[config.mk]
export PLATFORM = sky130hd
export DESIGN_NAME = bus_sequencer
export DESIGN_NICKNAME = d
export VERILOG_FILES = /design/src/rtl/bus_sequencer.sv
export SDC_FILE = /design/constraint.sdc
export NUM_CORES = 1
export LEC_CHECK = 0
export BUFFER_PORTS_ARGS = -buffer_cell sky130_fd_sc_hd__buf_2
export CAP_MARGIN = 40
export CORE_MARGIN = 2
export CORE_UTILIZATION = 55
export CTS_CLUSTER_SIZE = 25
export DETAILED_ROUTE_END_ITERATION = 8
export PLACE_DENSITY = 0.76
export SKIP_LAST_GASP = 1
export SLEW_MARGIN = 5
export SYNTH_ARGS = -nofsm -noshare
export SYNTH_HDL_FRONTEND = slang
export SYNTH_SLANG_ARGS = --single-unit
[constraint.sdc]
create_clock -name bus_sequencer_clock -period 2.2 [get_ports bus_sequencer_clock]
set_input_delay 0.22 -clock bus_sequencer_clock [delete_from_list [all_inputs] [get_ports bus_sequencer_clock]]
set_output_delay 0.22 -clock bus_sequencer_clock [all_outputs]
set_load 0.005 [all_outputs]
[src/rtl/bus_sequencer.sv]
// Command-driven bus master for the 4x16 register file: expands MOV/LOAD/ADD/READ
// commands into read-source / read-destination / write-back / response bus cycles.
module bus_sequencer #(
    parameter int DATA_WIDTH = 16,
    parameter int ADDR_WIDTH = 6,
    parameter int NUM_REGS   = 4
) (
    input  logic                  bus_sequencer_clock,
    input  logic                  bus_sequencer_reset,
    input  logic                  cmd_valid,
    output logic                  cmd_ready,
    input  logic [1:0]            cmd_op,
    input  logic [ADDR_WIDTH-1:0] cmd_src,
    input  logic [ADDR_WIDTH-1:0] cmd_dst,
    input  logic [DATA_WIDTH-1:0] cmd_imm,
    output logic [ADDR_WIDTH-1:0] register_addr,
    output logic                  bus_register_input_en,
    output logic                  bus_register_out_en,
    output logic [DATA_WIDTH-1:0] bus_register_input,
    input  logic [DATA_WIDTH-1:0] bus_register_output,
    output logic                  result_valid,
    output logic [DATA_WIDTH-1:0] result_data,
    output logic                  carry,
    output logic                  cmd_err,
    output logic                  busy
);

    localparam logic [1:0] OP_MOV  = 2'b00;
    localparam logic [1:0] OP_LOAD = 2'b01;
    localparam logic [1:0] OP_ADD  = 2'b10;
    localparam logic [1:0] OP_READ = 2'b11;

    localparam logic [ADDR_WIDTH-1:0] REG_LIMIT = ADDR_WIDTH'(NUM_REGS);

    typedef enum logic [2:0] {
        IDLE   = 3'd0,
        RD_SRC = 3'd1,
        RD_DST = 3'd2,
        WR     = 3'd3,
        RESP   = 3'd4,
        ERR    = 3'd5
    } state_e;

    state_e                  state_q, state_d;
    logic [1:0]              opCode_q;
    logic [ADDR_WIDTH-1:0]   srcAddr_q;
    logic [ADDR_WIDTH-1:0]   dstAddr_q;
    logic [DATA_WIDTH-1:0]   immData_q;
    logic [DATA_WIDTH-1:0]   operandA_q;
    logic [DATA_WIDTH-1:0]   operandB_q;
    logic [DATA_WIDTH-1:0]   resultData_q;
    logic                    carry_q;
    logic [ADDR_WIDTH-1:0]   busAddr_q, busAddr_d;

    logic                    cmdAccept;
    logic                    cmdLegal;
    logic [DATA_WIDTH:0]     sumFull;
    logic                    outEn;
    logic                    inEn;
    logic [DATA_WIDTH-1:0]   writeData;

    function automatic logic addrOk(input logic [ADDR_WIDTH-1:0] addr);
        return addr < REG_LIMIT;
    endfunction

    assign cmdAccept = (state_q == IDLE) && cmd_valid;
    assign sumFull   = {1'b0, operandA_q} + {1'b0, operandB_q};

    // Only the addresses an op actually touches are range-checked.
    always_comb begin
        cmdLegal = 1'b0;
        unique case (cmd_op)
            OP_MOV,
            OP_ADD:  cmdLegal = addrOk(cmd_src) && addrOk(cmd_dst);
            OP_LOAD: cmdLegal = addrOk(cmd_dst);
            OP_READ: cmdLegal = addrOk(cmd_src);
            default: cmdLegal = 1'b0;
        endcase
    end

    always_ff @(posedge bus_sequencer_clock) begin
        if (bus_sequencer_reset) begin
            state_q <= IDLE;
        end else begin
            state_q <= state_d;
        end
    end

    always_comb begin
        state_d = state_q;
        unique case (state_q)
            IDLE: begin
                if (cmd_valid) begin
                    if (!cmdLegal) begin
                        state_d = ERR;
                    end else if (cmd_op == OP_LOAD) begin
                        state_d = WR;
                    end else begin
                        state_d = RD_SRC;
                    end
                end
            end
            RD_SRC: begin
                if (opCode_q == OP_ADD) begin
                    state_d = RD_DST;
                end else if (opCode_q == OP_READ) begin
                    state_d = RESP;
                end else begin
                    state_d = WR;
                end
            end
            RD_DST:  state_d = WR;
            WR:      state_d = IDLE;
            RESP:    state_d = IDLE;
            ERR:     state_d = IDLE;
            default: state_d = IDLE;
        endcase
    end

    always_comb begin
        writeData = '0;
        unique case (opCode_q)
            OP_MOV:  writeData = operandA_q;
            OP_LOAD: writeData = immData_q;
            OP_ADD:  writeData = sumFull[DATA_WIDTH-1:0];
            default: writeData = '0;
        endcase
    end

    // Bus drive is a pure function of state; the address register keeps the
    // last driven address stable whenever no bus cycle is in progress.
    always_comb begin
        busAddr_d = busAddr_q;
        outEn     = 1'b0;
        inEn      = 1'b0;
        unique case (state_q)
            RD_SRC: begin
                busAddr_d = srcAddr_q;
                outEn     = 1'b1;
            end
            RD_DST: begin
                busAddr_d = dstAddr_q;
                outEn     = 1'b1;
            end
            WR: begin
                busAddr_d = dstAddr_q;
                inEn      = 1'b1;
            end
            default: begin
                busAddr_d = busAddr_q;
            end
        endcase
    end

    assign register_addr         = busAddr_d;
    assign bus_register_out_en   = outEn;
    assign bus_register_input_en = inEn;
    assign bus_register_input    = inEn ? writeData : '0;
    assign cmd_ready             = (state_q == IDLE);
    assign busy                  = (state_q != IDLE);
    assign result_valid          = (state_q == RESP);
    assign cmd_err               = (state_q == ERR);
    assign result_data           = resultData_q;
    assign carry                 = carry_q;

    // READ results are taken straight off the bus so they are already valid
    // during the RESP pulse.
    always_ff @(posedge bus_sequencer_clock) begin
        if (bus_sequencer_reset) begin
            opCode_q     <= OP_MOV;
            srcAddr_q    <= '0;
            dstAddr_q    <= '0;
            immData_q    <= '0;
            operandA_q   <= '0;
            operandB_q   <= '0;
            resultData_q <= '0;
            carry_q      <= 1'b0;
            busAddr_q    <= '0;
        end else begin
            if (cmdAccept) begin
                opCode_q  <= cmd_op;
                srcAddr_q <= cmd_src;
                dstAddr_q <= cmd_dst;
                immData_q <= cmd_imm;
            end
            if (state_q == RD_SRC) begin
                operandA_q <= bus_register_output;
            end
            if (state_q == RD_SRC && opCode_q == OP_READ) begin
                resultData_q <= bus_register_output;
            end
            if (state_q == RD_DST) begin
                operandB_q <= bus_register_output;
            end
            if (state_q == WR && opCode_q == OP_ADD) begin
                carry_q <= sumFull[DATA_WIDTH];
            end
            busAddr_q <= busAddr_d;
        end
    end

endmodule

* Yosys cells after proc, flatten, opt, wreduce, memory -nomap -nowiden *
Cells that the tools add are included.

word-level totals
  input port bits = 49
  output and inout port bits = 45
  word-level logic and storage cells = 48
  bits in registers = 88

cells by class
  equal/unequal tests = 12
  reductions and logical operators = 11
  $add $sub $neg = 1
  order comparisons = 2
  muxes and demuxes = 12

operators with widths
  kind                                                                           count
  16-bit case mux with 3 select lines                                            1
  16-bit by 16-bit adder with 17-bit output                                      1
  16-bit 2-to-1 mux                                                              1
  6-bit by 3-bit less-than comparator with 1-bit output (second input constant)  2
  3-bit 2-to-1 mux                                                               4
  6-bit case mux with 2 select lines                                             1
  3-bit case mux with 3 select lines                                             1
  2-bit equality test (second input constant)                                    4
  3-bit by 2-bit equality test with 1-bit output (second input constant)         2
  3-bit equality test (second input constant)                                    2
  2-bit OR reduction                                                             3
  2-bit by 1-bit equality test with 1-bit output (second input constant)         2
  1-bit logical AND                                                              4
  2-bit zero test                                                                2
  3-bit by 1-bit equality test with 1-bit output (second input constant)         1
  3-bit zero test                                                                1
  1-bit case mux with 3 select lines                                             1
  3-bit nonzero test                                                             1
  1-bit 2-to-1 mux                                                               2
  2-bit 2-to-1 mux                                                               1
  2-bit != test (second input constant)                                          1

* Longest topological paths before layout *
  depth in word-level cells = 6
  depth in mapped cells = 9
  gate-level depth less buffers = 9

* Worst setup path before layout *
Ideal clock, no wire load.

  kind = register to output
  from = reg operandA_q[0]
  to = out bus_register_input[8]
  path slack = 0.117 ns
  arrival time = 1.863 ns
  path buffers = 0
  cell stages (with the launch flop) = 10
  required time = 1.980 ns
  cell sequence = dfxtp_1 -> ha_1 -> inv_1 -> fa_1 -> nor2b_4 -> o31a_1 -> o21ai_2 -> a211oi_1 -> o21ai_0 -> a31o_1

between the ends
  longest elaborated chain between the ends = 3

ends and longest elaborated chain
  item                                       RTL line  source
  start, declared                            49        logic [DATA_WIDTH-1:0] operandA_q;
  start signal, assigned                     187       operandA_q <= bus_register_output;
  16-bit by 16-bit adder with 17-bit output  67        assign sumFull = {1'b0, operandA_q} + {1'b0, operandB_q};
  16-bit case mux with 3 select lines        122       unique case (opCode_q)
  16-bit 2-to-1 mux                          158       assign bus_register_input = inEn ? writeData : '0;
  end, declared                              19        output logic [DATA_WIDTH-1:0] bus_register_input,

Every way passes these cells.

* Worst setup path in the final report *
  from = reg operandB_q[0]
  to = out bus_register_input[10]

between the ends
  longest elaborated chain between the ends = 3

ends and longest elaborated chain
  item                                       RTL line  source
  start, declared                            50        logic [DATA_WIDTH-1:0] operandB_q;
  start signal, assigned                     193       operandB_q <= bus_register_output;
  16-bit by 16-bit adder with 17-bit output  67
  16-bit case mux with 3 select lines        122
  16-bit 2-to-1 mux                          158

Every way passes these cells.

==> results.ini <==
[status]
status=finished, violations left
violations=negative setup slack

[detailed_routing]
vias=4429
wl_mm=12.3
wl_per_cell_um=15.6
drc_errors=0
ant_nets=0
drt-pass1-iter-count=5
drt_iter0_drc=312
vias_per_cell=5.61

[clock_network]
root_buffer=clkbuf_8
clkTransAtPathRegs_ns=0.09
cts.sinks=88
tritoncts=built
max-clock-path-buffers=2
cts_hold_buf=0
clk-insertion-delay-late_ns=0.36
cts-htree-levels=3
numCtsBuffers=9

[finish]
mostFrequentLayoutCells=nand2_1 (173), buf_2 (93), a21oi_1 (89)
fin_nets=749
diodes=0
utilization_pct=72.3
drive_gt1_share_pct=28.9
layout_commonest_cell=nand2_1
syn_to_final_growth_pct=27.6

[global_route]
grt.overflow.total=0
antenna_found_initial=0
grt_max_degree=37
grt_pass1_wl_mm=20.0
use_met2_pct=46.5
grt.busiest_layer=met2
grt_usage_pct=28.9
grt_pass1_vias=4153
use_met1_pct=40.0
grt_use_met3_pct=4.35

[critical_path]
worstPathCellList=ha_4 -> inv_2 -> fa_2 -> nor2b_4 -> o31a_1 -> o21ai_2 -> a21oi_2 -> or3_1 -> a31o_1 -> buf_2
cp-start-kind=flip-flop
critPathCaptureType=output port
max_stage_delay_ns=0.37
criticalPathCategory=flip-flop to output port
cp_max_fo=3
arrival_ns=2.38
slowest_stage=or3_1
worstPathRequired_ns=1.98

[die]
die_y_um=93.2
start_util_pct=56.6
core_area_sq_mm=0.00773
io-pin-count=94
dieArea_sq_mm=0.00869
die_x_um=93.2
rows=32

[sta]
tightest_slew_ns=0.516
tns_ns=-2.42
skew_ns=0.00628
hold_viol=0
relSlewSlack_pct=65.3
finalSetupViolCount=11
layout_min_cycle_time_ns=2.60
period_share_pct=118
setup_slack_ns=-0.403
fmaxAchievable_ghz=0.384
slew_viol_final=0
grt_setup_unrepaired=true

[flow_run]
maxCapViolCount=0

[yosys]
synth-seq-area-share_pct=40.3
syn_avg_cell_area_sq_um=7.61
synth-async-reset-ratio_pct=0
synth_edf_count=0
syn_nets=641
synth-main-ff-cell=dfxtp_1
netlist_area_sq_mm=0.00438
synth_seq_cells=88
netlist_instances=575
ys_types=54
yosys_warnings=0

[placed_design]
dp.final_hpwl_mm=8.67
gp_congestion=0.953
place_ws_ns=-0.0566
io_buffers=93

[power]
p_total_mw=4.03
ir_worst_vdd_uv=470
p_per_area_mw_per_mm2=722
power.leakage_nw=2.22

[worst_hold_path]
hold_path_class=primary input to flip-flop

cells in the mapped netlist (all sizes together), types with 3 or more instances:
library cell / count / area (sq um)
and2: 4 / 25.0
nor2b: 10 / 70.1
buf: 17 / 96.3
o22ai: 9 / 56.3
inv: 10 / 37.5
o21ai: 21 / 116
a31oi: 5 / 31.3
xnor2: 8 / 70.1
ha: 16 / 200
nor2: 25 / 104
dfxtp: 88 / 1760
a22oi: 6 / 45.0
a21oi: 94 / 470
clkbuf: 19 / 71.3
mux2i: 16 / 160
nand3: 8 / 45.0
or3: 3 / 23.8
a211oi: 5 / 37.5
nand2: 176 / 661
worst max-delay path: cells and delay by family, from the launching register on:
| kind | cells | cell delay [ns] |
|---|---|---|
| adders and majority gates | 2 | 0.37 |
| DFF | 1 | 0.35 |
| AOI/OAI and AO/OA | 4 | 0.73 |
| and+or+nand+nor | 2 | 0.42 |
| buffers and inverters | 2 | 0.17 |
path summary, 6_finish.rpt:
kind,startpoint,endpoint,slack [ns],cells past startpoint
max,operandB_q[0]$_SDFFE_PP0P_,bus_register_input[10],-0.40,10
max reg2reg,operandB_q[6]$_SDFFE_PP0P_,carry$_SDFFE_PP0P_,0.34,7
min,cmd_dst[1],dstAddr_q[1]$_SDFFE_PP0P_,0.09,3
min reg2reg,result_data[0]$_SDFFE_PP0P_,result_data[0]$_SDFFE_PP0P_,0.45,2
state kept, by name, indices dropped and copies added, names as in the netlist, 2 cells and up:
signal,count
state_q,3
opCode_q,2
operandA_q,16
operandB_q,16
immData_q,16
busAddr_q,6
dstAddr_q,6
srcAddr_q,6
result_data,16
per-layer routing:
metal	vias up	wire length, um
met1	2073	5580
met2	171	5720
met3	15	831
met4	0	185
met5	-	0
li1	2170	-
repair_timing:
action	CTS	global route
pin swaps	17	9
gates resized for setup	33	19
hold endpoints to repair	0	0
setup endpoints to repair	13	13
setup buffers	6	4
cells by family (layout without fill, tap and decap cells):
| family | after synthesis | after routing | synth area share [%] |
|---|---|---|---|
| AND/OR/NAND/NOR | 240 | 240 | 23.4 |
| AO/OA/AOI/OAI | 159 | 159 | 21.1 |
| flip-flops | 88 | 88 | 40.3 |
| buffers and inverters | 46 | 159 | 4.69 |
| adder cells (fa/ha/maj) | 17 | 17 | 5.03 |
| multiplexers | 16 | 16 | 3.66 |
| XOR/XNOR | 9 | 9 | 1.80 |
area by class of cell:
cell class              instances  area (sq um)
flip-flops and latches         88          1770
well taps                     102           128
clock buffers                  10           138
multi-input cells             441          2630
inverters                      10          37.5
clock inverters                 6          90.1
fillers                       662          2140
repair buffers                133           790
metrics by stage:
step	instance area, sq um	std cells	hold slack [ns]
finish	5590	790	0.0896
global route	5590	790	0.0867
CTS	5460	786	0.0848
detailed placement	5040	764	0.447
global placement	5040	764	0.441
floorplan	4380	575	0.356
where the power goes:
group	leakage (nW)	switching, mW	internal, mW	total (mW)
clock	0.113	0.593	0.677	1.27
sequential	0.719	0.0916	1.72	1.81
combinational	1.38	0.556	0.399	0.955
Power figures use the tool's default switching activity.
